### src/rtl/mod3_pkg.sv
// Shared types and the MSB-first remainder step for the serial mod-3 checker.
package mod3_pkg;

   typedef enum logic [1:0] {IDLE, ACC, DONE} state_t;

   typedef logic [1:0] rem_t;

   localparam rem_t R0 = 2'd0;
   localparam rem_t R1 = 2'd1;
   localparam rem_t R2 = 2'd2;

   // (2*r + b) mod 3; the unreachable encoding 3 is folded onto remainder 0
   function automatic rem_t mod3_step(input rem_t r, input logic b);
      rem_t result;
      case (r)
         R1:      result = b ? R0 : R2;
         R2:      result = b ? R2 : R1;
         default: result = b ? R1 : R0;
      endcase
      return result;
   endfunction

endpackage

### src/rtl/mod3_step_cell.sv
// One combinational MSB-first remainder step, reusable in a parallel unroll.
module mod3_step_cell
   import mod3_pkg::*;
(
   input  rem_t r,
   input  logic b,
   output rem_t r_next
);

   assign r_next = mod3_step(r, b);

endmodule

### src/rtl/mod3_serial_msb.sv
// Serial MSB-first mod-3 divisibility checker: one bit per handshake,
// one registered result plus a done pulse per frame.
module mod3_serial_msb
   import mod3_pkg::*;
#(
   parameter int MAX_BITS = 16,
   parameter int CNT_W    = $clog2(MAX_BITS + 1)
)
(
   input  logic             clk,
   input  logic             rst_n,
   input  logic             bit_in,
   input  logic             bit_valid,
   input  logic             bit_last,
   output logic             bit_ready,
   output logic             Z_out,
   output logic [1:0]       R_out,
   output logic [CNT_W-1:0] nbits_out,
   output logic             err_out,
   output logic             done,
   output logic             busy
);

   state_t           r_state;
   rem_t             r_rem;
   logic [CNT_W-1:0] r_cnt;
   logic             r_ovf;

   logic             w_accept;
   logic             w_inFrame;
   rem_t             w_remBase;
   rem_t             w_remNext;
   logic             w_cntSat;
   logic [CNT_W-1:0] w_cntNext;
   logic             w_ovfNext;

   assign bit_ready = (r_state != DONE);
   assign busy      = (r_state == ACC);
   assign w_accept  = bit_valid & bit_ready;
   assign w_inFrame = (r_state == ACC);

   // A bit accepted in IDLE starts a fresh operand from remainder 0
   assign w_remBase = w_inFrame ? r_rem : R0;

   mod3_step_cell u_step (
      .r      (w_remBase),
      .b      (bit_in),
      .r_next (w_remNext)
   );

   assign w_cntSat  = (r_cnt == CNT_W'(MAX_BITS));
   assign w_cntNext = w_inFrame ? (w_cntSat ? r_cnt : r_cnt + CNT_W'(1)) : CNT_W'(1);
   assign w_ovfNext = w_inFrame & (r_ovf | w_cntSat);

   // Results are loaded on the edge that accepts the last bit, so they and
   // done appear together during the single DONE cycle.
   always_ff @(posedge clk or negedge rst_n) begin
      if (!rst_n) begin
         r_state   <= IDLE;
         r_rem     <= R0;
         r_cnt     <= '0;
         r_ovf     <= 1'b0;
         Z_out     <= 1'b1;
         R_out     <= R0;
         nbits_out <= '0;
         err_out   <= 1'b0;
         done      <= 1'b0;
      end else begin
         done <= 1'b0;
         case (r_state)
            IDLE, ACC: begin
               if (w_accept) begin
                  r_rem <= w_remNext;
                  r_cnt <= w_cntNext;
                  r_ovf <= w_ovfNext;
                  if (bit_last) begin
                     r_state   <= DONE;
                     R_out     <= w_remNext;
                     Z_out     <= (w_remNext == R0);
                     nbits_out <= w_cntNext;
                     err_out   <= w_ovfNext;
                     done      <= 1'b1;
                  end else begin
                     r_state <= ACC;
                  end
               end
            end
            DONE:    r_state <= IDLE;
            default: r_state <= IDLE;
         endcase
      end
   end

endmodule

### config.mk
export PLATFORM = sky130hd
export DESIGN_NAME = mod3_serial_msb
export DESIGN_NICKNAME = d
export VERILOG_FILES = /design/src/rtl/mod3_pkg.sv /design/src/rtl/mod3_step_cell.sv /design/src/rtl/mod3_serial_msb.sv
export SDC_FILE = /design/constraint.sdc
export NUM_CORES = 1
export LEC_CHECK = 0
export CAP_MARGIN = 40
export CORE_MARGIN = 2
export CORE_UTILIZATION = 50
export DETAILED_ROUTE_END_ITERATION = 6
export PLACE_DENSITY = 0.76
export SLEW_MARGIN = 25
export SYNTH_ARGS = -nofsm -noshare
export SYNTH_HDL_FRONTEND = slang
export SYNTH_SLANG_ARGS = --single-unit
### constraint.sdc
create_clock -name clk -period 1.81 [get_ports clk]
set_input_delay 0.181 -clock clk [delete_from_list [all_inputs] [get_ports clk]]
set_output_delay 0.181 -clock clk [all_outputs]
set_load 0.02 [all_outputs]
==> metrics, run 1 <==
outcome completed; CP max FO 5; worst path arrival time 1530 ps; WL per Instance around 13 um; Yosys top cell by area dfrtp_1; Hold Path Class in2async; Synth cell types 30; CTS H-Tree Depth 1; ys flop type dfrtp_1; Avg Inst Size Synth slightly below 10 um2; Max Clock Freq 583.7 MHz; count leader, synth dfrtp_1; Finish-stage setup viols 0; Die H 48.32 um; Synth Net Count 108; area fraction of the dominant cell type after synthesis 0.4841; clk_lat worst skew 310 ps; HPWL Detailed 1383 um; Port Buffers 16; gr usage total 0.1912; postcts setup bufs 0; Clk pin slew, worst setup/hold paths 110 ps; number of global-route vias before repair 762; total grt overflow 0; DR vias 773; # placed instances 145; minimum clock period 1713 ps; Crit. End Element output port; power after layout 0.001120 W; ANT nets after route 0; Hold Buf Count CTS 0; mux share of post-synthesis cell area 0.01019; Max-slew headroom 0.7569; max_cap viols 0; fraction of registers with async set/reset 1.000; # DRC 0; initial antenna violation count 0; final clock skew 1.193 ps; Std-Cell Rows 16; cell count after synthesis 99; final hold vios 0; commonest cells in the netlist dfrtp_1, nand2_1, inv_1, o21ai_0; CTS Root Cell clkbuf_4; Req. time, crit path 1630 ps; number of clock sinks 20; GPL Wtd Cong 0.8175; Ports 17; final period utilization 0.9465; main combinational cell family by area after synthesis simple AND/OR/NAND/NOR gates; setup_tns 0 ps; Area contributors post-synth dfrtp_1, nand2_1, ha_1, o21ai_0, dfstp_2; Slew Viols, Final 0; Die Wd 48.32 um; Power Dens Cells around 900 nW/um2; TritonCTS clock tree built; unrepaired setup endpoints after global routing no; CP Class reg2out; CTS Buffer Depth 2; FF+latch count, synth 20; first-pass GRT wire length 3484 um; fill cell count 154; Post-Route WL ~1900 um; R2R Setup Slk 200 ps; largest net degree at the start of global routing 21; fraction of layout cells with a size suffix above 1 0.1393; Die Footprint 2335 um2; P_leak 0.5662 nW; Final Non-Filler Cells 149; Num CTS Buffers 3; Starting Density 0.5164; Slew @ Worst Pin 364.1 ps; Yosys warning count 0; startpoint types register; adder-cell share of the synthesized area 0.05096; sequential fraction of the synthesis area 0.5108; Final Core Density 0.6605; EDFF count, synth 0; Peak VDD IR between 0.5 and 0.6 mV; Final nets approximately 130; Synth Area in Simple Gates 0.2217; Core Area 1902 um2; Post-Syn Area 982.2 um2; via/cell ratio 5.188; Compound-Gate Fraction of Synth Area 0.1299; First-pass DRT Iterations 4; DRT iter0 DRCs 13; P&R area growth vs syn 27.90%; diode count 0; XOR/XNOR Fraction of Synth Area 0.03567
final timing paths:
path                        endpoint  cells past startpoint  startpoint
max                        bit_ready                      3  r_state[0]
min reg2reg                    Z_out                      2       Z_out
max in group asynchronous      Z_out                      2       rst_n
min                             done                      2       rst_n
max reg2reg                 r_rem[0]                      6  r_state[1]
min in group clk               Z_out                      2       Z_out
worst max-delay path, cell delays in order (launching register included):
cell	delay (ps)
dfrtp_1	400
buf_4	150
nand2b_1	140
clkdlybuf4s50_1	540
metal layers:
metal,vias to the layer above,track usage,wire length (um)
met1,370,0.2541,888
met2,13,0.3102,900
met3,5,0.03086,43
met5,-,0,0
met4,0,0.08571,38
li1,385,-,-
cells by family after synthesis:
kind of cell               Yosys count
and+or+nand+nor                     39
AOI/OAI and AO/OA                   21
DFF                                 20
buffers and inverters               10
xor gates and xnor gates             4
adders and majority gates            4
muxes                                1
area by class of cell:
class                           count  area (um2)  share of cell area
Clock buffer                        4       36.28             0.02888
Multi-Input combinational cell     69       452.9              0.3606
Timing Repair Buffer               22       203.9              0.1624
Sequential cell                    20       503.0              0.4004
Tap cell                           27       33.78             0.02689
Inverter                            7       26.28             0.02092
metrics by stage:
| stage | cell area [um2] | setup slack, ps | hold WS, ps |
|---|---|---|---|
| finish | 1256 | 96.89 | 197.3 |
| global route | 1256 | 8.907 | 217.5 |
| CTS | 1245 | 97.55 | 202.4 |
| detailed placement | 1207 | 13.90 | 459.4 |
| global placement | 1207 | 193.2 | 454.6 |
| floorplan | 982.2 | 153.7 | -114.6 |
flip-flops by register name (all words and copies together) (netlist names):
name and count:
r_state 2, r_ovf 1, r_cnt 5, R_out 2, Z_out 1, nbits_out 5
r_rem 2, done 1, err_out 1
repair_timing:
item,4_1_cts,5_1_grt
resized for setup,2,3
endpoints found under the setup margin,3,2
hold endpoints to repair,0,0
power by group:
group | internal [W] | switching, W
clock network | 0.000123 | 0.000143
logic | 0.000141 | 0.000153
registers | 0.000505 | 0.0000543
cells in the final DEF (no fill, tap or decap), types with 2 or more instances in the layout:
| cell | instances |
|---|---|
| o21ai_0 | 7 |
| nand2_1 | 16 |
| nand3_1 | 3 |
| nor2_1 | 4 |
| clkdlybuf4s50_1 | 15 |
| xnor2_1 | 3 |
| nand2b_1 | 3 |
| o31ai_1 | 2 |
| buf_4 | 6 |
| a21oi_1 | 4 |
| nand3b_1 | 2 |
| inv_1 | 7 |
| and2_1 | 2 |
| o21ai_1 | 3 |
| clkbuf_4 | 3 |
| ha_1 | 4 |
| dfrtp_1 | 18 |
| nor2b_1 | 2 |
Power figures use the tool's default switching activity.
==> run 2, diff against run 1 <==
--- a/config.mk
+++ b/config.mk
@@ -5,11 +5,12 @@
 export SDC_FILE = /design/constraint.sdc
 export NUM_CORES = 1
 export LEC_CHECK = 0
+export ABC_AREA = 1
 export CAP_MARGIN = 40
 export CORE_MARGIN = 2
-export CORE_UTILIZATION = 50
+export CORE_UTILIZATION = 51
 export DETAILED_ROUTE_END_ITERATION = 6
-export PLACE_DENSITY = 0.76
+export PLACE_DENSITY = 0.77
 export SLEW_MARGIN = 25
 export SYNTH_ARGS = -nofsm -noshare
 export SYNTH_HDL_FRONTEND = slang
==> run 2 against run 1 <==
Compared with the run above: combinational power decreased by 7.5%; via count increased by 4.4%; worst setup slack improved by 90 ps; final area decreased by 0.30%; synthesized area increased by 4.7%; sequential share of layout area about the same; non-clock buffer count decreased by 4; power decreased by 4.4%; worst hold slack got worse by 5.5 ps; global-route usage decreased by 0.85 points.
==> metrics, run 2 <==
outcome completed (unchanged); area fraction of the dominant cell type after synthesis 0.4623 (was 0.4841); CP max stage delay 600 ps (was 540 ps); ys flop type dfrtp_1 (unchanged); largest net degree at the start of global routing 12 (was 21); total grt overflow 0 (unchanged); Starting Density 0.5352 (was 0.5164); R2R cell count 8 (was 6); Clk pin slew, worst setup/hold paths 120 ps (was 110 ps); setup_tns 0 ps (unchanged); fraction of layout cells with a size suffix above 1 0.1304 (was 0.1393); postcts setup bufs 0 (unchanged); Req. time, crit path 1630 ps (about the same); final hold vios 0 (unchanged); Hold Path Class in2async (unchanged); Die Wd 48.91 um (was 48.32 um); Setup WS pre-CTS 182.8 ps (was 13.90 ps); HPWL Detailed 1401 um (was 1383 um); crit-path leading delay family buffers and inverters (unchanged); cell count after synthesis 118 (was 99); multi-input logic area 441.7 um2 (was 452.9 um2); R2R Setup Slk 250 ps (was 200 ps); startpoint types register (unchanged); Peak VDD IR 0.5153 mV (was 0.5540 mV); P_leak 0.6426 nW (was 0.5662 nW); CTS H-Tree Depth 1 (unchanged); Reg area 501.7 um2 (was 503.0 um2); initial antenna violation count 0 (unchanged); Yosys warning count 0 (unchanged); Ports 17 (unchanged); number of global-route vias before repair 771 (was 762); worst path arrival time 1440 ps (was 1530 ps); fill cell count 183 (was 154); P&R area growth vs syn 21.78% (was 27.90%); GPL Wtd Cong 0.8219 (was 0.8175); WL per Instance 11.31 um (was 12.55 um); power after layout 0.001071 W (was 0.001120 W); most frequent cells in the layout nand2_1, dfrtp_1, clkdlybuf4s50_1 (was dfrtp_1, nand2_1, clkdlybuf4s50_1); Port Buffers 16 (unchanged); sequential fraction of the synthesis area 0.4878 (was 0.5108); Slowest cell on crit path clkdlybuf4s50_1 (unchanged); CTS Root Cell clkbuf_4 (unchanged); # placed instances 161 (was 145); Synth cell types 20 (was 30); Post-Route WL 1866 um (was 1870 um); CP max FO 2 (was 5); Final Non-Filler Cells 165 (was 149); unrepaired setup endpoints after global routing no (unchanged); count leader, synth nand2_1 (was dfrtp_1); Final Worst Setup Slack 186.9 ps (was 96.89 ps); clk_lat worst skew 300 ps (was 310 ps); most common cell after layout, fill and taps aside nand2_1 (was dfrtp_1); Max-slew headroom 0.6714 (was 0.7569); FF+latch count, synth 20 (unchanged); Power Dens Cells 855.3 nW/um2 (was 891.6 nW/um2); Avg Inst Size Synth 8.716 um2 (was 9.921 um2); gr usage total 0.1827 (was 0.1912); Slew Viols, Final 0 (unchanged); Core Area 1922 um2 (was 1902 um2); First-pass DRT Iterations 4 (unchanged); R2R Path Start r_state[1] (unchanged); Num CTS Buffers 3 (unchanged); Final nets 148 (was 132); Post-Syn Area 1028 um2 (was 982.2 um2); biggest regs nbits_out x5, r_cnt x5 (unchanged); max_cap viols 0 (unchanged); CTS Buffer Depth 2 (unchanged); number of clock sinks 20 (unchanged); Max Clock Freq 616.1 MHz (was 583.7 MHz); final period utilization 0.8967 (was 0.9465); DRT iter0 DRCs 18 (was 13); crit path buf inv count 1 (was 2); fraction of registers with async set/reset 1.000 (unchanged); Area contributors post-synth dfrtp_1, nand2_1, nor2_8, nand3_1, ha_1 (was dfrtp_1, nand2_1, ha_1, o21ai_0, dfstp_2); DR vias 807 (was 773); crit path from Z_out (was r_state[0]); Slew @ Worst Pin 491.4 ps (was 364.1 ps); minimum clock period 1623 ps (was 1713 ps); Synth Net Count 127 (was 108); final clock skew 6.690 ps (was 1.193 ps); Crit. End Element output port (unchanged); CP Class reg2out (unchanged); Std-Cell Rows 16 (unchanged); via/cell ratio 4.891 (was 5.188); r2r endpoint Z_out (was r_rem[0]); Die H 48.91 um (was 48.32 um); Die Footprint 2392 um2 (was 2335 um2); EDFF count, synth 0 (unchanged); ANT nets after route 0 (unchanged); Finish-stage setup viols 0 (unchanged); commonest cells in the netlist nand2_1, dfrtp_1, inv_1 (was dfrtp_1, nand2_1, inv_1, o21ai_0); Yosys top cell by area dfrtp_1 (unchanged); first-pass GRT wire length 3374 um (was 3484 um); TritonCTS clock tree built (unchanged); # DRC 0 (unchanged); worst hold slack 191.8 ps (was 197.3 ps); CP cell instances clkdlybuf4s50_1 (was buf_4 -> nand2b_1 -> clkdlybuf4s50_1); diode count 0 (unchanged)
-- run 2: metal layers --
metal | GRT usage | vias to the layer above | routed length (um)
li1 | - | 411 | -
met1 | 0.2380 | 371 | 835
met2 | 0.3128 | 23 | 936
met3 | 0.02761 | 2 | 74
met4 | 0.05714 | 0 | 19
met5 | 0 | - | 0
-- run 2: area by class of cell --
cell class / count / share of cell area
repair buffers: 18 / 0.1409
well taps: 27 / 0.02697
inverters: 16 / 0.04995
clock buffers: 4 / 0.02897
multi-input cells: 80 / 0.3526
flip-flops and latches: 20 / 0.4006
-- run 2: worst max-delay path by stage --
stage                           to  cells after the start
final                        Z_out                      1
after global routing      r_rem[0]                      8
after CTS                     busy                      2
after detailed placement     Z_out                      7
after global placement    r_rem[0]                      6
after floorplan           r_rem[0]                      7
-- run 2: report_power, final --
| group | leakage [nW] | total [W] | internal [W] | switching (W) |
|---|---|---|---|---|
| registers | 0.260 | 0.000535 | 0.000497 | 0.0000376 |
| clock network | 0.0210 | 0.000264 | 0.000123 | 0.000141 |
| logic | 0.361 | 0.000273 | 0.000116 | 0.000156 |
| total | 0.643 | 0.00107 | 0.000736 | 0.000335 |
-- run 2: through the flow --
stage / instance area, um2 / util
3_3_place_gp: 1215 / 0.6322
3_5_place_dp: 1215 / 0.6322
4_1_cts: 1250 / 0.6504
5_1_grt: 1252 / 0.6517
2_1_floorplan: 1028 / -
6_report: 1252 / 0.6517
-- run 2: what timing repair did --
action	CTS	global route
setup endpoints to repair	1	4
gates resized for setup	1	4
pin swaps	0	0
hold buffers	0	0
-- run 2: logic make-up (layout without fill, tap and decap cells) --
logic type / Yosys count / in the layout / synth area share
buf+inv: 18 / 38 / 0.08273
fa+ha+maj: 4 / 4 / 0.04866
simple gates: 64 / 64 / 0.3090
compound gates: 11 / 11 / 0.06326
xor+xnor: 1 / 1 / 0.008517
flops: 20 / 20 / 0.4878
